<file path="src/rtl/bypass_table_serializer_if.sv">
// bypass_table_serializer_if: control, table read port and framed byte stream
// of the bypass table serializer.
interface bypass_table_serializer_if #(
    parameter int COUNT_W = 9,
    parameter int ENTRY_W = 24
);
    logic               start_in;
    logic [COUNT_W-1:0] entry_count_in;
    logic               read_en_out;
    logic [ENTRY_W-1:0] entry_in;
    logic               entry_valid_in;
    logic [7:0]         byte_out;
    logic               byte_valid_out;
    logic               byte_ready_in;
    logic               busy_out;
    logic               done_out;
    logic               error_out;

    modport master (
        input  start_in, entry_count_in, entry_in, entry_valid_in, byte_ready_in,
        output read_en_out, byte_out, byte_valid_out, busy_out, done_out, error_out
    );

    modport slave (
        output start_in, entry_count_in, entry_in, entry_valid_in, byte_ready_in,
        input  read_en_out, byte_out, byte_valid_out, busy_out, done_out, error_out
    );
endinterface

</file>
<file path="src/rtl/bypass_table_serializer.sv">
// bypass_table_serializer: drains the model bypass table and emits it as a framed
// byte stream (2 count header bytes, then symbol/range_hi/range_lo per entry).
module bypass_table_serializer #(
    parameter int COUNT_W  = 9,
    parameter int ENTRY_W  = 24,
    parameter int MAX_WAIT = 15
) (
    input logic clk,
    input logic rst,
    bypass_table_serializer_if.master bus
);
    localparam int WAIT_W = $clog2(MAX_WAIT + 1);

    typedef enum logic [2:0] {IDLE, HDR0, HDR1, FETCH, WAIT, SEND, DONE} state_t;

    state_t             state_q, state_d;
    logic [COUNT_W-1:0] count_q, count_d, idx_q, idx_d, idx_inc;
    logic [WAIT_W-1:0]  wait_q, wait_d;
    logic [ENTRY_W-1:0] hold_q, hold_d;
    logic [1:0]         sel_q, sel_d;
    logic [7:0]         byte_q, byte_d;
    logic               valid_q, valid_d, error_q, error_d, fire;

    assign fire    = valid_q & bus.byte_ready_in;
    assign idx_inc = idx_q + COUNT_W'(1);

    always_comb begin
        state_d = state_q;
        count_d = count_q;
        idx_d   = idx_q;
        wait_d  = wait_q;
        hold_d  = hold_q;
        sel_d   = sel_q;
        byte_d  = byte_q;
        valid_d = valid_q;
        error_d = error_q;
        case (state_q)
            IDLE: if (bus.start_in) begin
                count_d = bus.entry_count_in;
                idx_d   = '0;
                error_d = 1'b0;
                byte_d  = {7'b0, bus.entry_count_in[COUNT_W-1]};
                valid_d = 1'b1;
                state_d = HDR0;
            end
            HDR0: if (fire) begin
                byte_d  = count_q[7:0];
                state_d = HDR1;
            end
            HDR1: if (fire) begin
                valid_d = 1'b0;
                state_d = (count_q == '0) ? DONE : FETCH;
            end
            FETCH: begin
                wait_d  = '0;
                state_d = WAIT;
            end
            WAIT: if (bus.entry_valid_in) begin
                hold_d  = bus.entry_in;
                sel_d   = 2'd0;
                byte_d  = bus.entry_in[ENTRY_W-1 -: 8];
                valid_d = 1'b1;
                state_d = SEND;
            end else if (wait_q == WAIT_W'(MAX_WAIT - 1)) begin
                error_d = 1'b1;
                state_d = DONE;
            end else begin
                wait_d = wait_q + WAIT_W'(1);
            end
            // The next byte is loaded at the handshake so byte_out stays registered.
            SEND: if (fire) begin
                sel_d  = sel_q + 2'd1;
                byte_d = (sel_q == 2'd0) ? hold_q[15:8] : hold_q[7:0];
                if (sel_q == 2'd2) begin
                    valid_d = 1'b0;
                    idx_d   = idx_inc;
                    state_d = (idx_inc == count_q) ? DONE : FETCH;
                end
            end
            DONE:    state_d = IDLE;
            default: state_d = IDLE;
        endcase
    end

    always_ff @(posedge clk or negedge rst) begin
        if (!rst) begin
            state_q <= IDLE;
            count_q <= '0;
            idx_q   <= '0;
            wait_q  <= '0;
            hold_q  <= '0;
            sel_q   <= '0;
            byte_q  <= '0;
            valid_q <= 1'b0;
            error_q <= 1'b0;
        end else begin
            state_q <= state_d;
            count_q <= count_d;
            idx_q   <= idx_d;
            wait_q  <= wait_d;
            hold_q  <= hold_d;
            sel_q   <= sel_d;
            byte_q  <= byte_d;
            valid_q <= valid_d;
            error_q <= error_d;
        end
    end

    assign bus.read_en_out    = (state_q == FETCH);
    assign bus.byte_out       = byte_q;
    assign bus.byte_valid_out = valid_q;
    assign bus.busy_out       = (state_q != IDLE);
    assign bus.done_out       = (state_q == DONE);
    assign bus.error_out      = error_q;
endmodule

</file>
<file path="src/flat_wrapper.sv">
// flat-port wrapper written by rule: the top's interface ports become plain ports
module bypass_table_serializer_flat 
#(
    parameter int COUNT_W  = 9,
    parameter int ENTRY_W  = 24,
    parameter int MAX_WAIT = 15
)
  (clk, rst, bus_start_in, bus_entry_count_in, bus_entry_in, bus_entry_valid_in, bus_byte_ready_in, bus_read_en_out, bus_byte_out, bus_byte_valid_out, bus_busy_out, bus_done_out, bus_error_out);
  bypass_table_serializer_if #(.COUNT_W(COUNT_W), .ENTRY_W(ENTRY_W)) bus_i ();
  input logic clk;
  input logic rst;
  input wire logic [$bits(bus_i.start_in)-1:0] bus_start_in;
  input wire logic [$bits(bus_i.entry_count_in)-1:0] bus_entry_count_in;
  input wire logic [$bits(bus_i.entry_in)-1:0] bus_entry_in;
  input wire logic [$bits(bus_i.entry_valid_in)-1:0] bus_entry_valid_in;
  input wire logic [$bits(bus_i.byte_ready_in)-1:0] bus_byte_ready_in;
  output wire logic [$bits(bus_i.read_en_out)-1:0] bus_read_en_out;
  output wire logic [$bits(bus_i.byte_out)-1:0] bus_byte_out;
  output wire logic [$bits(bus_i.byte_valid_out)-1:0] bus_byte_valid_out;
  output wire logic [$bits(bus_i.busy_out)-1:0] bus_busy_out;
  output wire logic [$bits(bus_i.done_out)-1:0] bus_done_out;
  output wire logic [$bits(bus_i.error_out)-1:0] bus_error_out;
  assign bus_i.start_in = bus_start_in;
  assign bus_i.entry_count_in = bus_entry_count_in;
  assign bus_i.entry_in = bus_entry_in;
  assign bus_i.entry_valid_in = bus_entry_valid_in;
  assign bus_i.byte_ready_in = bus_byte_ready_in;
  assign bus_read_en_out = bus_i.read_en_out;
  assign bus_byte_out = bus_i.byte_out;
  assign bus_byte_valid_out = bus_i.byte_valid_out;
  assign bus_busy_out = bus_i.busy_out;
  assign bus_done_out = bus_i.done_out;
  assign bus_error_out = bus_i.error_out;
  bypass_table_serializer #(.COUNT_W(COUNT_W), .ENTRY_W(ENTRY_W), .MAX_WAIT(MAX_WAIT)) u_core (.clk(clk), .rst(rst), .bus(bus_i));
endmodule
</file>
<file path="config.mk">
export PLATFORM = sky130hd
export DESIGN_NAME = bypass_table_serializer_flat
export DESIGN_NICKNAME = d
export VERILOG_FILES = /design/src/rtl/bypass_table_serializer_if.sv /design/src/rtl/bypass_table_serializer.sv /design/src/flat_wrapper.sv
export SDC_FILE = /design/constraint.sdc
export NUM_CORES = 1
export LEC_CHECK = 0
export ABC_CLOCK_PERIOD_IN_PS = 1900
export CELL_PAD_IN_SITES_DETAIL_PLACEMENT = 0
export CELL_PAD_IN_SITES_GLOBAL_PLACEMENT = 1
export CORE_AREA = 3 3 115 117
export DETAILED_ROUTE_END_ITERATION = 10
export DIE_AREA = 0 0 118 120
export PLACE_DENSITY_LB_ADDON = 0.1
export SLEW_MARGIN = 10
export SYNTH_ARGS = -nofsm -noshare
export SYNTH_HDL_FRONTEND = slang
export SYNTH_SLANG_ARGS = --single-unit
</file>
<file path="constraint.sdc">
create_clock -name clk -period 1.9 [get_ports clk]
set_input_delay 0.285 -clock clk [delete_from_list [all_inputs] [get_ports clk]]
set_output_delay 0.285 -clock clk [all_outputs]
set_load 0.02 [all_outputs]
</file>
Yosys cells after proc, flatten, opt, wreduce, memory -nomap -nowiden. Cells that the tools add are included.

Bits in registers: 53. Bits of input ports: 38. Output and inout bits: 13. Word-level logic and storage cells: 87.

Add/subtract/negate cells: 3. Eq/ne operators: 19. Multiplexer cells: 36. Bitwise gates (word level): 1. Reductions and logical operators: 19.

Operators by type and width (count): $mux W8 (5); $pmux W8 S4 (1); $mux W3 (9); $mux W9 (3); $pmux W3 S6 (1); $pmux W9 S2 (1); $reduce_and A6 Y1 (2); $ne A2 B1 Y1 const B (5); $add A9 B1 Y9 const B (1); $eq A3 B3 Y1 const B (3); $eq A9 B9 Y1 (1); $logic_not A9 Y1 (1); $mux W1 (8); $mux W4 (2); $ne A2 B2 Y1 const B (4); $pmux W4 S2 (1); $reduce_and A4 Y1 (2); $reduce_bool A2 Y1 (4); $reduce_bool A4 Y1 (2); $eq A3 B2 Y1 const B (2); $reduce_and A3 Y1 (2); $reduce_and A5 Y1 (1); $add A4 B1 Y4 const B (1); $eq A4 B4 Y1 const B (1); 13 further kinds (15).

Longest topological paths before layout.
Depth after elaboration: 6. Gate-level depth with buffers: 9. Gate-level depth less buffers: 8.

Worst setup path after synthesis. No wires, ideal clock.

Kind: flip-flop to flip-flop. From: reg u_core.wait_q[0]. To: reg u_core.state_q[0]. Library setup time: 124 ps. Arrival time: 1749 ps. Data required time: 1776 ps. Slack: 27 ps. Cell stages (with the launch flop): 9. Buffers on the path: 0. Period minus slack after synthesis: 1873 ps. Cells stage by stage: dfrtp_1 -> inv_1 -> ha_1 -> a31o_2 -> or3_1 -> o211a_4 -> o21ai_2 -> nor2_1 -> a211o_1.

Cells in the longest elaborated chain, start to end: 3.

RTL lines: start: declaration (RTL line bypass_table_serializer.sv:18) `logic [WAIT_W-1:0] wait_q, wait_d;`; start signal: assignment (RTL line bypass_table_serializer.sv:100) `wait_q <= wait_d;`; $eq A4 B4 Y1 (RTL line bypass_table_serializer.sv:64) `end else if (wait_q == WAIT_W'(MAX_WAIT - 1)) begin`; $ne A3 B2 Y1 (no source line); $reduce_and A6 Y1 (no source line); end signal: assignment (RTL line bypass_table_serializer.sv:97) `state_q <= state_d;`; end: declaration (RTL line bypass_table_serializer.sv:16) `state_t state_q, state_d;`.

No other way between the ends. A chain may end at the register's enable or synchronous reset.

Worst setup path after layout. Same ends and word-level chain as after synthesis.

==> flow_summary.toml <==
[flow_run]
maxCapViolCount = 0

[final_layout]
finalInstanceArea_um2 = 4050
final_util_pct = 32.5
stdcell_count = 546
area_growth_pct = 38.9
final_nets = 416
drive_gt1_share_pct = 25.9
diodes = 0

[critical_path]
r2r_slack_ns = 0.09
arrival_ns = 2.00
required_ns = 2.09
end_kind = "flip-flop"
r2r-start = "u_core.wait_q[0]"
worst_path_largest_cell_delay_ns = 0.35
r2r-end = "u_core.state_q[0]"
crit_path_top_delay_cell = "dfrtp_1"
worst-path-max-fanout = 6
critical_path_class = "flip-flop to flip-flop"
crit_chain = "inv_1 > ha_2 > a31o_2 > or3_4 > o211a_4 > o21ai_2 > nor2_1 > a211o_1"
rr_worst_depth = 8
startpoint_type = "flip-flop"

[route]
vias = 2413
drc = 0
route.met3.wl_um = 301
drt-pass1-iter-count = 4
antenna_left = 0
finalWirelength_um = 8420
wl_met1_um = 4000
viasPerCell = 4.42
detail_route.wl_per_cell_um = 15.4
top_layer = "met4"
drtIter0Drc = 86
wl_met2_um = 3960

[place]
dpl_worst_slack_ns = -0.181
hpwlAfterDp_um = 6180
postPlaceCellArea_um2 = 3840
portBuffers = 50
placed_cells = 534
finalWeightedCongestion = 0.764

[yosys]
ys_warn_count = 0
synth_cell_types = 48
ys_async_sr_fraction_pct = 100
ys_seq_area_share_pct = 45.5
syn-mean-instance-area_um2 = 10.0
netlist_instances = 291
synth_edf_count = 0
ys_dominant_reg_cell = "dfrtp_1"
synth_nets = 334
netlist_area_um2 = 2920
ys_ff_latch = 53

[cts]
clk_path_buf_depth = 2
cts_tree = "built"
clock_latency_ns = 0.30
htree_levels = 2
numCtsBuffers = 5
clkTransAtPathRegs_ns = 0.07
cts.sinks = 53
root_buffer = "clkbuf_16"

[global_route]
gr-total-overflow = 0
grt_max_degree = 54
antenna_found_initial = 0
track_usage_pct = 12.3
grt_pass1_vias = 2517
grt_pass1_wl_um = 13600

[die]
ioPinCount = 51
die_y_um = 120
row_count = 41
die_area_um2 = 14200
start_util_pct = 23.4
die_w_um = 118
core_area_um2 = 12500

[pwr]
p_total_mw = 5.35
ir_drop_uv = 503
p_per_area_nw_per_um2 = 1320
cellLeakagePower_nw = 1.69

[timing]
slew_headroom_pct = 75.1
final_max_slew_viol_count = 0
final-hold-violation-count = 0
rsz0062_at_grt = "yes"
holdWs_ns = 0.490
max_freq_mhz = 552
fin_skew_ns = 0.00383
layout_min_cycle_time_ns = 1.81
fin_setup_tns_ns = 0
fin_crit_sh_pct = 95.3
setup_viol = 0
final.setup.worst_slack_ns = 0.0896
worst_pin_slew_ns = 0.370

[worst_hold_path]
hold_start = "u_core.bus.byte_out[5]"
hold_end = "u_core.bus.byte_out[5]"
hold_class = "flip-flop to flip-flop"
min_path_cells = 2

[run_status]
status = "completed"
-- worst max path at each step --
stage / startpoint / endpoint / slack [ns]
after floorplan: u_core.wait_q[0] / u_core.state_q[0] / 0.03
final: u_core.wait_q[0] / u_core.state_q[0] / 0.09
after global placement: bus_start_in / u_core.idx_q[6] / -0.13
after detailed placement: bus_start_in / u_core.idx_q[7] / -0.18
after CTS: u_core.wait_q[0] / u_core.state_q[0] / 0.01
after global routing: u_core.wait_q[1] / u_core.state_q[0] / -0.01
-- cell families (layout without fill, tap and decap cells) --
group	count (synthesis)	after routing	share of synthesized area (%)
flip-flops	53	53	45.5
AND/OR/NAND/NOR	88	88	15.1
XOR/XNOR	15	15	4.51
adder cells (fa/ha/maj)	5	5	2.15
multiplexers	34	34	12.8
AO/OA/AOI/OAI	73	73	15.8
buffers and inverters	23	106	4.25
-- where the power goes --
| group | internal, mW | total, mW | leakage [nW] | switching, mW |
|---|---|---|---|---|
| sequential | 1.53 | 1.89 | 0.673 | 0.361 |
| combinational | 1.28 | 2.51 | 0.939 | 1.23 |
| clock | 0.493 | 0.956 | 0.0738 | 0.463 |
| total | 3.30 | 5.35 | 1.69 | 2.05 |
-- layout by cell type (no fill, tap or decap), types with 2 or more instances in the layout --
cell,instances
nor3b_1,3
dfrtp_2,4
ha_2,2
clkinv_4,2
clkdlybuf4s50_1,46
buf_12,2
or2_2,2
nand3_1,3
xnor2_1,9
inv_1,5
nand2_1,22
mux2_2,25
dfrtp_1,49
a22o_1,2
xor2_1,6
nor2_2,2
dlygate4sd2_1,2
nor2_1,29
mux2i_1,8
a21oi_1,17
a211oi_1,8
o21ai_0,27
nand4_1,3
clkbuf_16,5
and2_1,2
nor2b_1,2
a211o_1,2
or3_1,2
o41ai_1,5
nand2b_1,2
buf_4,40
nor3_1,3
ha_1,3
a31oi_1,3
and3_1,2
-- Yosys cell counts (3+ instances only) --
| library cell | n | share of area, % |
|---|---|---|
| xnor2_1 | 9 | 2.7 |
| nor3_1 | 3 | 0.51 |
| buf_6 | 3 | 1.2 |
| xor2_1 | 6 | 1.8 |
| clkbuf_1 | 5 | 0.64 |
| or3_1 | 3 | 0.64 |
| clkbuf_2 | 3 | 0.51 |
| mux2_2 | 25 | 9.7 |
| nand4_1 | 3 | 0.64 |
| nand2_1 | 23 | 3.0 |
| nand3_1 | 4 | 0.69 |
| mux2i_1 | 8 | 2.7 |
| nor3b_1 | 4 | 1.0 |
| a21oi_1 | 17 | 2.9 |
| inv_1 | 5 | 0.64 |
| o21ai_0 | 28 | 4.8 |
| o41ai_1 | 5 | 1.5 |
| ha_1 | 5 | 2.1 |
| dfrtp_1 | 53 | 45 |
| nor2_1 | 31 | 4.0 |
| buf_2 | 3 | 0.51 |
| a211oi_1 | 8 | 2.1 |
| a31oi_1 | 3 | 0.64 |
-- flip-flops by register name (all words and copies together), names as in the netlist --
name,count
u_core.bus.byte_valid_out,1
u_core.idx_q,9
u_core.sel_q,2
u_core.count_q,9
u_core.bus.error_out,1
u_core.bus.byte_out,8
u_core.state_q,3
u_core.hold_q,16
u_core.wait_q,4
-- worst max-delay path: cells and delay by family, from the launching register on --
| kind | cells | cell delay, ns |
|---|---|---|
| AOI/OAI and AO/OA | 4 | 0.72 |
| and+or+nand+nor | 2 | 0.39 |
| DFF | 1 | 0.35 |
| adders and majority gates | 1 | 0.18 |
| buffers and inverters | 1 | 0.05 |
-- timing repair --
| action | in CTS | in global routing |
|---|---|---|
| buffers inserted | 3 | 0 |
| endpoints found under the setup margin | 5 | 7 |
| gates resized for setup | 10 | 9 |
| hold endpoints to repair | 12 | 0 |
| hold buffers | 1 | 0 |
| pin swaps | 0 | 2 |
-- per-layer routing --
metal / vias to the layer above / GRT usage [%]
met1: 1154 / 16.7
li1: 1199 / -
met5: - / 0
met3: 11 / 2.54
met4: 0 / 4.18
met2: 49 / 19.6
-- final cells by class --
class / instances / area [um^2]
Timing Repair Buffer: 93 / 845
Fill cell: 1318 / 8420
Inverter: 5 / 18.8
Multi-Input combinational cell: 215 / 1490
Sequential cell: 53 / 1330
Tap cell: 172 / 215
Clock inverter: 3 / 22.5
Clock buffer: 5 / 125
(Power assumes the default switching activity.)
